$ cat src/rtl/serial_mag_comp_if.sv
// Operand/result bundle for serial_mag_comp: start/ready handshake, operands and registered verdict.
interface serial_mag_comp_if #(
  parameter int W = 8
);
  logic         start;
  logic [W-1:0] a;
  logic [W-1:0] b;
  logic         ready;
  logic         done_tick;
  logic         gt;
  logic         eq;
  logic         lt;

  modport master (
    output start, a, b,
    input  ready, done_tick, gt, eq, lt
  );

  modport slave (
    input  start, a, b,
    output ready, done_tick, gt, eq, lt
  );
endinterface

$ cat src/rtl/serial_mag_comp.sv
// Unsigned W-bit magnitude comparator walking 2-bit digits MSB-first; start-to-done latency W/2+1 edges.
// ready is high only in IDLE; start in RUN/DONE is ignored, so the requester waits on ready.
module serial_mag_comp #(
  parameter int W = 8
) (
  input  logic            clk,
  input  logic            reset_n,
  serial_mag_comp_if.slave bus
);

  localparam int ND = W / 2;
  localparam int CW = $clog2(ND) + 1;

  typedef enum logic [1:0] {
    S_IDLE = 2'd0,
    S_RUN  = 2'd1,
    S_DONE = 2'd2
  } state_t;

  state_t r_state;
  state_t w_state_nxt;

  logic [W-1:0]  r_sa;
  logic [W-1:0]  r_sb;
  logic [CW-1:0] r_n;
  logic          r_dgt;
  logic          r_dlt;
  logic          r_gt;
  logic          r_eq;
  logic          r_lt;

  logic          w_load;
  logic          w_step;
  logic          w_last;
  logic [1:0]    w_da;
  logic [1:0]    w_db;
  logic          w_dig_gt;
  logic          w_dig_lt;
  logic          w_undecided;
  logic          w_dgt_nxt;
  logic          w_dlt_nxt;

  // The single 2-bit greater-than cell; used in both argument orders to get lt.
  function automatic logic dig_gt(input logic [1:0] x, input logic [1:0] y);
    return (x[1] & ~y[1]) | (~(x[1] ^ y[1]) & x[0] & ~y[0]);
  endfunction

  assign w_da        = r_sa[W-1 -: 2];
  assign w_db        = r_sb[W-1 -: 2];
  assign w_dig_gt    = dig_gt(w_da, w_db);
  assign w_dig_lt    = dig_gt(w_db, w_da);
  assign w_undecided = ~(r_dgt | r_dlt);
  assign w_dgt_nxt   = r_dgt | (w_undecided & w_dig_gt);
  assign w_dlt_nxt   = r_dlt | (w_undecided & w_dig_lt);
  assign w_last      = (r_n == CW'(1));

  always_ff @(posedge clk or negedge reset_n) begin
    if (!reset_n) begin
      r_state <= S_IDLE;
    end else begin
      r_state <= w_state_nxt;
    end
  end

  always_comb begin
    w_state_nxt = r_state;
    w_load      = 1'b0;
    w_step      = 1'b0;
    case (r_state)
      S_IDLE: begin
        if (bus.start) begin
          w_load      = 1'b1;
          w_state_nxt = S_RUN;
        end
      end
      S_RUN: begin
        w_step = 1'b1;
        if (w_last) begin
          w_state_nxt = S_DONE;
        end
      end
      S_DONE: begin
        w_state_nxt = S_IDLE;
      end
      default: begin
        w_state_nxt = S_IDLE;
      end
    endcase
  end

  always_ff @(posedge clk or negedge reset_n) begin
    if (!reset_n) begin
      r_sa  <= '0;
      r_sb  <= '0;
      r_n   <= '0;
      r_dgt <= 1'b0;
      r_dlt <= 1'b0;
    end else if (w_load) begin
      r_sa  <= bus.a;
      r_sb  <= bus.b;
      r_n   <= CW'(ND);
      r_dgt <= 1'b0;
      r_dlt <= 1'b0;
    end else if (w_step) begin
      r_sa  <= r_sa << 2;
      r_sb  <= r_sb << 2;
      r_n   <= r_n - CW'(1);
      r_dgt <= w_dgt_nxt;
      r_dlt <= w_dlt_nxt;
    end
  end

  // Verdict captured on the RUN->DONE edge so it already folds in the final digit.
  always_ff @(posedge clk or negedge reset_n) begin
    if (!reset_n) begin
      r_gt <= 1'b0;
      r_eq <= 1'b0;
      r_lt <= 1'b0;
    end else if (w_step && w_last) begin
      r_gt <= w_dgt_nxt;
      r_lt <= w_dlt_nxt;
      r_eq <= ~(w_dgt_nxt | w_dlt_nxt);
    end
  end

  assign bus.ready     = (r_state == S_IDLE);
  assign bus.done_tick = (r_state == S_DONE);
  assign bus.gt        = r_gt;
  assign bus.eq        = r_eq;
  assign bus.lt        = r_lt;

endmodule
$ cat src/flat_wrapper.sv
// flat-port wrapper written by rule: the top's interface ports become plain ports
module serial_mag_comp_flat 
#(
  parameter int W = 8
)
  (clk, reset_n, bus_start, bus_a, bus_b, bus_ready, bus_done_tick, bus_gt, bus_eq, bus_lt);
  serial_mag_comp_if #(.W(W)) bus_i ();
  input  logic clk;
  input  logic reset_n;
  input wire logic [$bits(bus_i.start)-1:0] bus_start;
  input wire logic [$bits(bus_i.a)-1:0] bus_a;
  input wire logic [$bits(bus_i.b)-1:0] bus_b;
  output wire logic [$bits(bus_i.ready)-1:0] bus_ready;
  output wire logic [$bits(bus_i.done_tick)-1:0] bus_done_tick;
  output wire logic [$bits(bus_i.gt)-1:0] bus_gt;
  output wire logic [$bits(bus_i.eq)-1:0] bus_eq;
  output wire logic [$bits(bus_i.lt)-1:0] bus_lt;
  assign bus_i.start = bus_start;
  assign bus_i.a = bus_a;
  assign bus_i.b = bus_b;
  assign bus_ready = bus_i.ready;
  assign bus_done_tick = bus_i.done_tick;
  assign bus_gt = bus_i.gt;
  assign bus_eq = bus_i.eq;
  assign bus_lt = bus_i.lt;
  serial_mag_comp #(.W(W)) u_core (.clk(clk), .reset_n(reset_n), .bus(bus_i));
endmodule
$ cat config.mk
export PLATFORM = sky130hd
export DESIGN_NAME = serial_mag_comp_flat
export DESIGN_NICKNAME = d
export VERILOG_FILES = /design/src/rtl/serial_mag_comp_if.sv /design/src/rtl/serial_mag_comp.sv /design/src/flat_wrapper.sv
export SDC_FILE = /design/constraint.sdc
export NUM_CORES = 1
export LEC_CHECK = 0
export CAP_MARGIN = 30
export CORE_UTILIZATION = 40
export DETAILED_ROUTE_END_ITERATION = 6
export PLACE_DENSITY_LB_ADDON = 0.15
export SYNTH_ARGS = -nofsm -noshare
export SYNTH_HDL_FRONTEND = slang
export SYNTH_SLANG_ARGS = --single-unit
$ cat constraint.sdc
create_clock -name clk -period 2 [get_ports clk]
set_input_delay 0.6 -clock clk [delete_from_list [all_inputs] [get_ports clk]]
set_output_delay 0.6 -clock clk [all_outputs]
set_load 0.01 [all_outputs]
# --- Word level (Yosys, flattened, before mapping) ---
# Index checks and enable logic that the tools add are counted.
word_totals:
  ff_bits: 26
  word_cells: 57
  out_inout_bits: 5
  in_bits: 19
op_classes:
  reduce_logical: 4
  mux: 16
  eq_ne: 5
  n_bitwise: 22
  add_sub_neg: 1
op_table:
  columns: ["op", "n"]
  rows:
  - ["8-bit two-way mux", 4]
  - ["1-bit bitwise AND", 8]
  - ["1-bit two-way mux", 7]
  - ["1-bit inverter", 7]
  - ["3-bit two-way mux", 2]
  - ["1-bit OR", 6]
  - ["2-bit two-way mux", 2]
  - ["2-bit case mux with 2 select lines", 1]
  - ["3-bit by 1-bit == test with 1-bit output (second input constant)", 1]
  - ["3-bit by 1-bit subtractor with 3-bit output (second input constant)", 1]
  - ["2-bit by 1-bit == test with 1-bit output (second input constant)", 1]
  - ["2-bit == test (second input constant)", 1]
  - ["2-bit logical NOT", 1]
  - ["2-bit by 1-bit != test with 1-bit output (second input constant)", 1]
  - ["2-bit != test (second input constant)", 1]
  - ["2-bit AND reduction", 1]
  - ["2-bit nonzero test", 1]
  - ["1-bit logical AND", 1]
  - ["1-bit bitwise XOR", 1]

# --- Depth between registers and ports, before layout ---
# Gate-level depths: netlist of the first run.
depth:
  depth_word: 9
  depth_mapped: 6
  mapped_depth_nobuf: 5

# --- Least setup slack after synthesis of the first run ---
# Ideal clock, no wire load.
synth_timing:
  path_kind: "reg-to-reg"
  from: "reg u_core.r_n[1]"
  to: "reg u_core.r_eq, in the netlist u_core.bus.eq"
  stages_incl_launch_ff: 6
  path_slack_ps: 604
  setup_ps: 127
  synth_period_minus_slack_ps: 1396
  required_time_ps: 1873
  arrival_ps: 1269
  path_buffers: 1
  cell_sequence: "dfrtp_1 inv_1 ha_1 nor4bb_1 buf_2 mux2_1"
synth_between:
  elab_chain_cells: 2
synth_rtl:
  columns: ["element", "line_no", "rtl"]
  rows:
  - ["from (decl)", "serial_mag_comp.sv:25", "logic [CW-1:0] r_n;"]
  - ["from (signal assigned)", "serial_mag_comp.sv:101", "r_n <= CW'(ND);"]
  - ["from (signal assigned)", "serial_mag_comp.sv:107", "r_n <= r_n - CW'(1);"]
  - ["3-bit by 1-bit == test with 1-bit output", "serial_mag_comp.sv:55", "assign w_last = (r_n == CW'(1));"]
  - ["1-bit logical AND", "serial_mag_comp.sv:119", "end else if (w_step && w_last) begin"]
  - ["to (signal assigned)", "serial_mag_comp.sv:122", "r_eq <= ~(w_dgt_nxt | w_dlt_nxt);"]
  - ["to (decl)", "serial_mag_comp.sv:29", "logic r_eq;"]
# Every way passes these cells.
# A chain may end at the register's enable or synchronous reset.

# --- Final worst setup path of the first run ---
layout_timing:
  from: "reg u_core.r_state[1]"
  to: "out bus_done_tick"
layout_between:
  elab_chain_cells: 1
layout_rtl:
  columns: ["element", "line_no", "rtl"]
  rows:
  - ["from (decl)", "serial_mag_comp.sv:20", "state_t r_state;"]
  - ["from (signal assigned)", "serial_mag_comp.sv:61", "r_state <= w_state_nxt;"]
  - ["2-bit == test", "serial_mag_comp.sv:127", "assign bus.done_tick = (r_state == S_DONE);"]
  - ["to (decl)", "flat_wrapper.sv:14", "output wire logic [$bits(bus_i.done_tick)-1:0] bus_done_tick;"]
# Every way passes these cells.

==> out/results.txt, run 1 <==
IO Pins: 24
R2R Setup Slk: 0.42 ns
Syn-to-layout area delta: 27.48%
Root Driver: clkbuf_4
Largest net degree at the start of global routing: 27
Clk slew on worst S/H paths: 0.15 ns
DRC viols: 3
FF+latch count, synth: 26
Pleak: 0.7526 nW
Endpoints failing setup: 0
Syn nets: 147
Sequential-to-total area share from yosys stat: 53.72%
DR iter-0 viols: 28
CTS Buf Count: 3
Crit path max fanout: 7
CTS H-tree depth: 1
Post-synth top flop: dfrtp_1
WL final: 2536 um
Worst VDD drop: 0.5029 mV
Die area: 3252 um^2
Switch share: 36.10%
FMAX: 520.0 MHz
Number of global-route vias before repair: 947
Clk pwr share: 16.8%
Port Buf Inserts: 23
Critical Path Start: u_core.r_state[1]
DRT Pass-1 Iters: 6
RSZ-0062 raised after global routing: no
Net count, final: 176
Crit path cell chain: buf_4 > and2b_1 > dlygate4sd2_1
Worst skew pair latency: 0.32 ns
Min Tclk post-route: 1.923 ns
Initial core utilization: 43.18%
Combinational power share: 40.7%
Post-route ant nets: 0
Die width: 57.03 um
Sum of negative setup slack: 0 ns
Most common cell in the netlist: nand2_1
Vias/cell: 5.268
Row cnt: 19
DP Wirelength: 1777 um
Vias: 964
Mapped Area: 1211 um^2
CP Capture Type: output port
Number of synthesized flops with an enable pin: 0
Post-synth top cells: 33 x nand2_1, 26 x dfrtp_1, 12 x a22oi_1, 6 x a21oi_1, 6 x nor2_1
TritonCTS clock tree: yes
Kind of critical path: reg -> out
Final Wtd Congestion: 0.7092
Clk_skew: 0.005931 ns
Post-synth top area share: 53.72%
Violated checks: DRC
Synth area leader: dfrtp_1
R2r endpoint: u_core.bus.eq
GRT Util Overall: 17.17%
Netlist cell types: 26
Share of cells above drive strength 1: 9.868%
Ranking of synthesized cells by area: dfrtp_1 54%, nand2_1 10%, a22oi_1 7.4%
Slew Viols, Final: 0
Core area: 2805 um^2
CP Data Required Time: 1.40 ns
CP arrival: 1.32 ns
Die height: 57.03 um
Fin. Hold Viols: 0
End point of the critical path: bus_done_tick
Startpoint Class: flop
Worst-Margin Slew: 0.4319 ns
WL/cell: 13.86 um
Final period utilization: 96.16%
Clock sinks: 26
Antenna Cells: 0
Gr ovfl total: 0
Initial antenna violation count: 0
Area after DPL: 1469 um^2
First-pass GRT wire length: 4298 um
Fin area: 1544 um^2
Async SR Flop Fraction: 100.0%
Ys Warns: 0
Cell count after synthesis: 124
Hold path cells: 2
Worst Reg2Reg Path Length in Cells: 4
Slew headroom: 70.81%
HP Class: reg -> reg
Max Root-Sink Buffers: 2
Flop pwr share: 42.5%
Internal power: 0.001368 W
Slowest cell on the critical path: dfrtp_2
Maxcap violations: 0
Status: finished, violations left
Reg-to-Reg Start: u_core.r_n[1]
Max incr delay on CP: 0.44 ns
PD cells: 1387 nW/um^2
NetSw: 0.0007731 W
Syn avg cell area: 9.767 um^2
-- layout make-up --
class                           instances  area, um^2
Clock buffer                            3       22.52
Clock inverter                          1       30.03
Fill cell                             255        1261
Inverter                                4       15.01
Multi-Input combinational cell         87       496.7
Sequential cell                        26       653.1
Tap cell                               31       38.79
Timing Repair Buffer                   31       287.8
-- placed cells by master, fill, tap and decap left out, types with 4 or more instances in the layout --
master / n
nor2b_1: 4
a21oi_1: 6
dfrtp_1: 24
inv_1: 4
o21ai_0: 4
buf_4: 8
nand2_1: 33
ha_1: 4
clkdlybuf4s50_1: 21
a22oi_1: 12
nand3_1: 5
nor2_1: 6
-- how the worst min path moves through the flow --
stage | from | to | slack (ns)
finish | u_core.r_sb[5] | u_core.r_sb[5] | 0.49
CTS | u_core.r_sb[5] | u_core.r_sb[5] | 0.50
floorplan | reset_n | u_core.bus.eq | 0.30
global route | u_core.r_sb[4] | u_core.r_sb[4] | 0.52
global placement | u_core.r_sb[4] | u_core.r_sb[4] | 0.46
detailed placement | u_core.r_sb[4] | u_core.r_sb[4] | 0.46
-- power by group through the flow --
stage / clock network, W / registers (W) / logic (W)
finish: 0.000360 / 0.000910 / 0.000871
global route: 0.000389 / 0.000943 / 0.000987
CTS: 0.000369 / 0.000908 / 0.000884
floorplan: 0 / 0.000897 / 0.000589
detailed placement: 0 / 0.000932 / 0.000840
global placement: 0 / 0.000917 / 0.000803
-- flip-flops by register name, summed over array words and instances (netlist names) --
register and count:
u_core.r_sa 8, u_core.r_dlt 1, u_core.r_sb 8, u_core.bus.gt 1, u_core.r_dgt 1, u_core.bus.lt 1
u_core.r_state 2, u_core.bus.eq 1, u_core.r_n 3
-- per-layer routing --
metal  vias to the layer above  GRT usage (%)  part of all wire, %
met5                         -              0                    0
met4                         0          5.575                  1.5
met3                         4          2.041                  2.7
met2                        16          29.92                   50
met1                       468          22.34                   46
li1                        476              -                    -
-- critical path, delay by kind of cell, from the launching register on --
kind,cells,cell delay (ns)
buf+inv,2,0.43
flops,1,0.44
simple gates,1,0.14
-- what timing repair did --
| item | 4_1_cts | 5_1_grt |
|---|---|---|
| hold buffers | 0 | 0 |
| resized for setup | 4 | 0 |
| endpoints found under the setup margin | 2 | 0 |
| buffers inserted | 3 | 0 |
-- stage by stage --
step	total power (W)	util [%]	instances	worst slack (ns)	hold WS, ns
finish	0.002141	55.04	183	0.07674	0.4936
global route	0.002320	55.04	183	0.003582	0.5206
CTS	0.002160	55.04	183	0.06580	0.4981
detailed placement	0.001771	52.36	176	0.03615	0.4646
global placement	0.001720	52.36	176	0.04633	0.4596
floorplan	0.001486	-	124	0.6037	0.3044
-- logic make-up after synthesis --
group,count (synthesis),synth area share (%)
buf+inv,11,5.268
fa+ha+maj,4,4.132
simple gates,57,22.31
mux,1,0.9297
compound gates,24,12.91
flops,26,53.72
xor+xnor,1,0.7233
(Power assumes the default switching activity.)
==> inputs of run 2 (changes only) <==
ABC_AREA = 1   (was unset)
PLACE_DENSITY = 0.72   (was unset)
PLACE_DENSITY_LB_ADDON = unset   (was 0.15)
==> run 2 against run 1 <==
The flow now finishes without violations. Non-clock buffer count fell by 6. Combinational power rose by 26%. Hold slack improved by 0.0079 ns. Critical path type unchanged. Critical endpoint is now bus_lt.
==> out/results.txt, run 2 <==
Fin. Hold Viols: 0 (unchanged)
Worst VDD drop: 0.5762 mV (+15%)
Final Wtd Congestion: 0.7409 (+4.5%)
Slew Viols, Final: 0 (unchanged)
Ys Warns: 0 (unchanged)
Endpoints failing setup: 0 (unchanged)
Clock sinks: 26 (unchanged)
Crit path cell chain: clkdlybuf4s50_1
Kind of critical path: reg -> out
DR iter-0 viols: 24 (-14%)
Startpoint Class: flop
Mapped Area: 1275 um^2 (+5.3%)
DP Wirelength: 1719 um (-3.3%)
Vias: 930 (-3.5%)
Clk_skew: 0.003191 ns (-0.002740 ns)
Slew headroom: 78.17% (+7.4 points)
CTS H-tree depth: 1 (unchanged)
Post-synth top area share: 51.03% (-2.7 points)
Antenna Cells: 0 (unchanged)
Initial core utilization: 42.11% (-1.1 points)
Slowest cell on the critical path: clkdlybuf4s50_1
Min Tclk post-route: 1.826 ns (-0.09766 ns)
HP Class: reg -> reg
Initial antenna violation count: 0 (unchanged)
Worst skew pair latency: 0.32 ns (about the same)
Ranking of synthesized cells by area: dfrtp_1 51%, nand2_1 10%, inv_1 6.8%
FMAX: 547.8 MHz (+5.3%)
First-pass GRT wire length: 3933 um (-8.5%)
DRC viols: 0 (-3)
Max incr delay on CP: 0.53 ns (+0.09 ns)
CTS Buf Count: 3 (unchanged)
Worst-Margin Slew: 0.3274 ns (-0.1045 ns)
Root Driver: clkbuf_4
Sequential-to-total area share from yosys stat: 51.03% (-2.7 points)
CP bufs+invs: 1 (-1)
RSZ-0062 raised after global routing: no
Most common cell in the netlist: nand2_1
R2r endpoint: u_core.r_sa[2]
Synth area leader: dfrtp_1
WL final: 2296 um (-9.5%)
Share of cells above drive strength 1: 14.94% (+5.1 points)
Die height: 58.46 um (+2.5%)
Final period utilization: 91.28% (-4.9 points)
Sum of negative setup slack: 0 ns (unchanged)
Post-synth top flop: dfrtp_1
Die area: 3417 um^2 (+5.1%)
Most common cell after layout, fill and taps aside: nand2_1
Net count, final: 178 (+1.1%)
TritonCTS clock tree: yes
PD cells: 1413 nW/um^2 (+1.9%)
Post-route ant nets: 0 (unchanged)
FF+latch count, synth: 26 (unchanged)
Row cnt: 20 (+1)
Most frequent cells in the layout: 34 x nand2_1, 26 x dfrtp_1, 23 x inv_1
Gr ovfl total: 0 (unchanged)
Clk slew on worst S/H paths: 0.14 ns (about the same)
Cell count after synthesis: 128 (+3.2%)
Largest net degree at the start of global routing: 27 (unchanged)
GRT Util Overall: 15.07% (-2.1 points)
Status: completed
Critical Path Start: u_core.bus.lt
Instance count on the critical path: 1 (-2)
Max Root-Sink Buffers: 2 (unchanged)
Biggest regs: u_core.r_sa: 8 flops, u_core.r_sb: 8 flops, u_core.r_n: 3 flops
CP Capture Type: output port
Async SR Flop Fraction: 100.0% (unchanged)
Pleak: 0.7423 nW (-1.4%)
Syn nets: 151 (+2.7%)
Crit path max fanout: 2 (-5)
Port Buf Inserts: 23 (unchanged)
R2R Setup Slk: 0.65 ns (+0.23 ns)
Final WS setup: 0.1744 ns (+0.09766 ns)
Number of global-route vias before repair: 906 (-4.3%)
Syn avg cell area: 9.961 um^2 (+2.0%)
DRT Pass-1 Iters: 4 (-2)
WL/cell: 11.60 um (-16%)
Worst Reg2Reg Path Length in Cells: 5 (+1)
CP arrival: 1.23 ns (-0.09 ns)
Number of synthesized flops with an enable pin: 0 (unchanged)
Post-synth top cells: 34 x nand2_1, 26 x dfrtp_1, 23 x inv_1
DP Worst Slack: 0.2176 ns (+0.1815 ns)
End point of the critical path: bus_lt
CP Data Required Time: 1.40 ns (about the same)
Top cell family by delay on the critical path: buffers and inverters
Netlist cell types: 24 (-7.7%)
Die width: 58.46 um (+2.5%)
Hold WS: 0.5014 ns (+0.007880 ns)
Hold Buf Count CTS: 0 (unchanged)
Core area: 3028 um^2 (+7.9%)
Reg-to-Reg Start: u_core.r_state[0]
Vias/cell: 4.697 (-11%)
Maxcap violations: 0 (unchanged)
IO Pins: 24 (unchanged)
Syn-to-layout area delta: 22.87%
run 2: logic make-up (layout without fill, tap and decap cells):
group	Yosys count	count (layout)	synth area share [%]
and+or+nand+nor	46	46	16.49
buffers and inverters	28	54	11.09
DFF	26	26	51.03
AOI/OAI and AO/OA	24	24	17.47
adders and majority gates	4	4	3.926
run 2: cell type report:
class | count | area [um^2]
Clock buffer | 4 | 36.28
Fill cell | 272 | 1461
Inverter | 25 | 98.84
Multi-Input combinational cell | 74 | 483.0
Sequential cell | 26 | 650.6
Tap cell | 44 | 55.05
Timing Repair Buffer | 25 | 242.7
run 2: how the worst min path moves through the flow:
stage	depth (start not counted)	slack, ns	to	startpoint
2_1_floorplan	0	0.30	u_core.bus.eq	reset_n
3_3_place_gp	2	0.46	u_core.r_sa[1]	u_core.r_sa[1]
3_5_place_dp	2	0.47	u_core.r_sa[0]	u_core.r_sa[0]
4_1_cts	2	0.50	u_core.r_sa[0]	u_core.r_sa[0]
5_1_grt	1	0.52	u_core.bus.gt	u_core.bus.gt
6_report	2	0.50	u_core.r_sa[0]	u_core.r_sa[0]
run 2: repair_timing:
action                     CTS  global route
setup endpoints to repair    2             0
gates resized for setup      2             0
setup buffers                1             0
run 2: per-layer routing:
layer	up-vias	share of wire (%)	GRT usage (%)
li1	464	-	-
met5	-	0	0
met3	2	3.6	1.978
met2	21	52	27.42
met1	443	44	17.95
met4	0	0.35	6.122
run 2: power breakdown:
| group | internal (W) | switching [W] |
|---|---|---|
| clock | 0.000111 | 0.000156 |
| sequential | 0.000751 | 0.0000967 |
| combinational | 0.000439 | 0.000660 |
| total | 0.00130 | 0.000913 |
run 2: metrics by stage:
stage / total power (W) / std cells / util, % / cell area (um^2)
floorplan: 0.001749 / 128 / - / 1275
global route: 0.002399 / 198 / 51.74 / 1567
global placement: 0.001915 / 193 / 50.37 / 1525
detailed placement: 0.001966 / 193 / 50.37 / 1525
CTS: 0.002243 / 198 / 51.74 / 1567
finish: 0.002214 / 198 / 51.74 / 1567
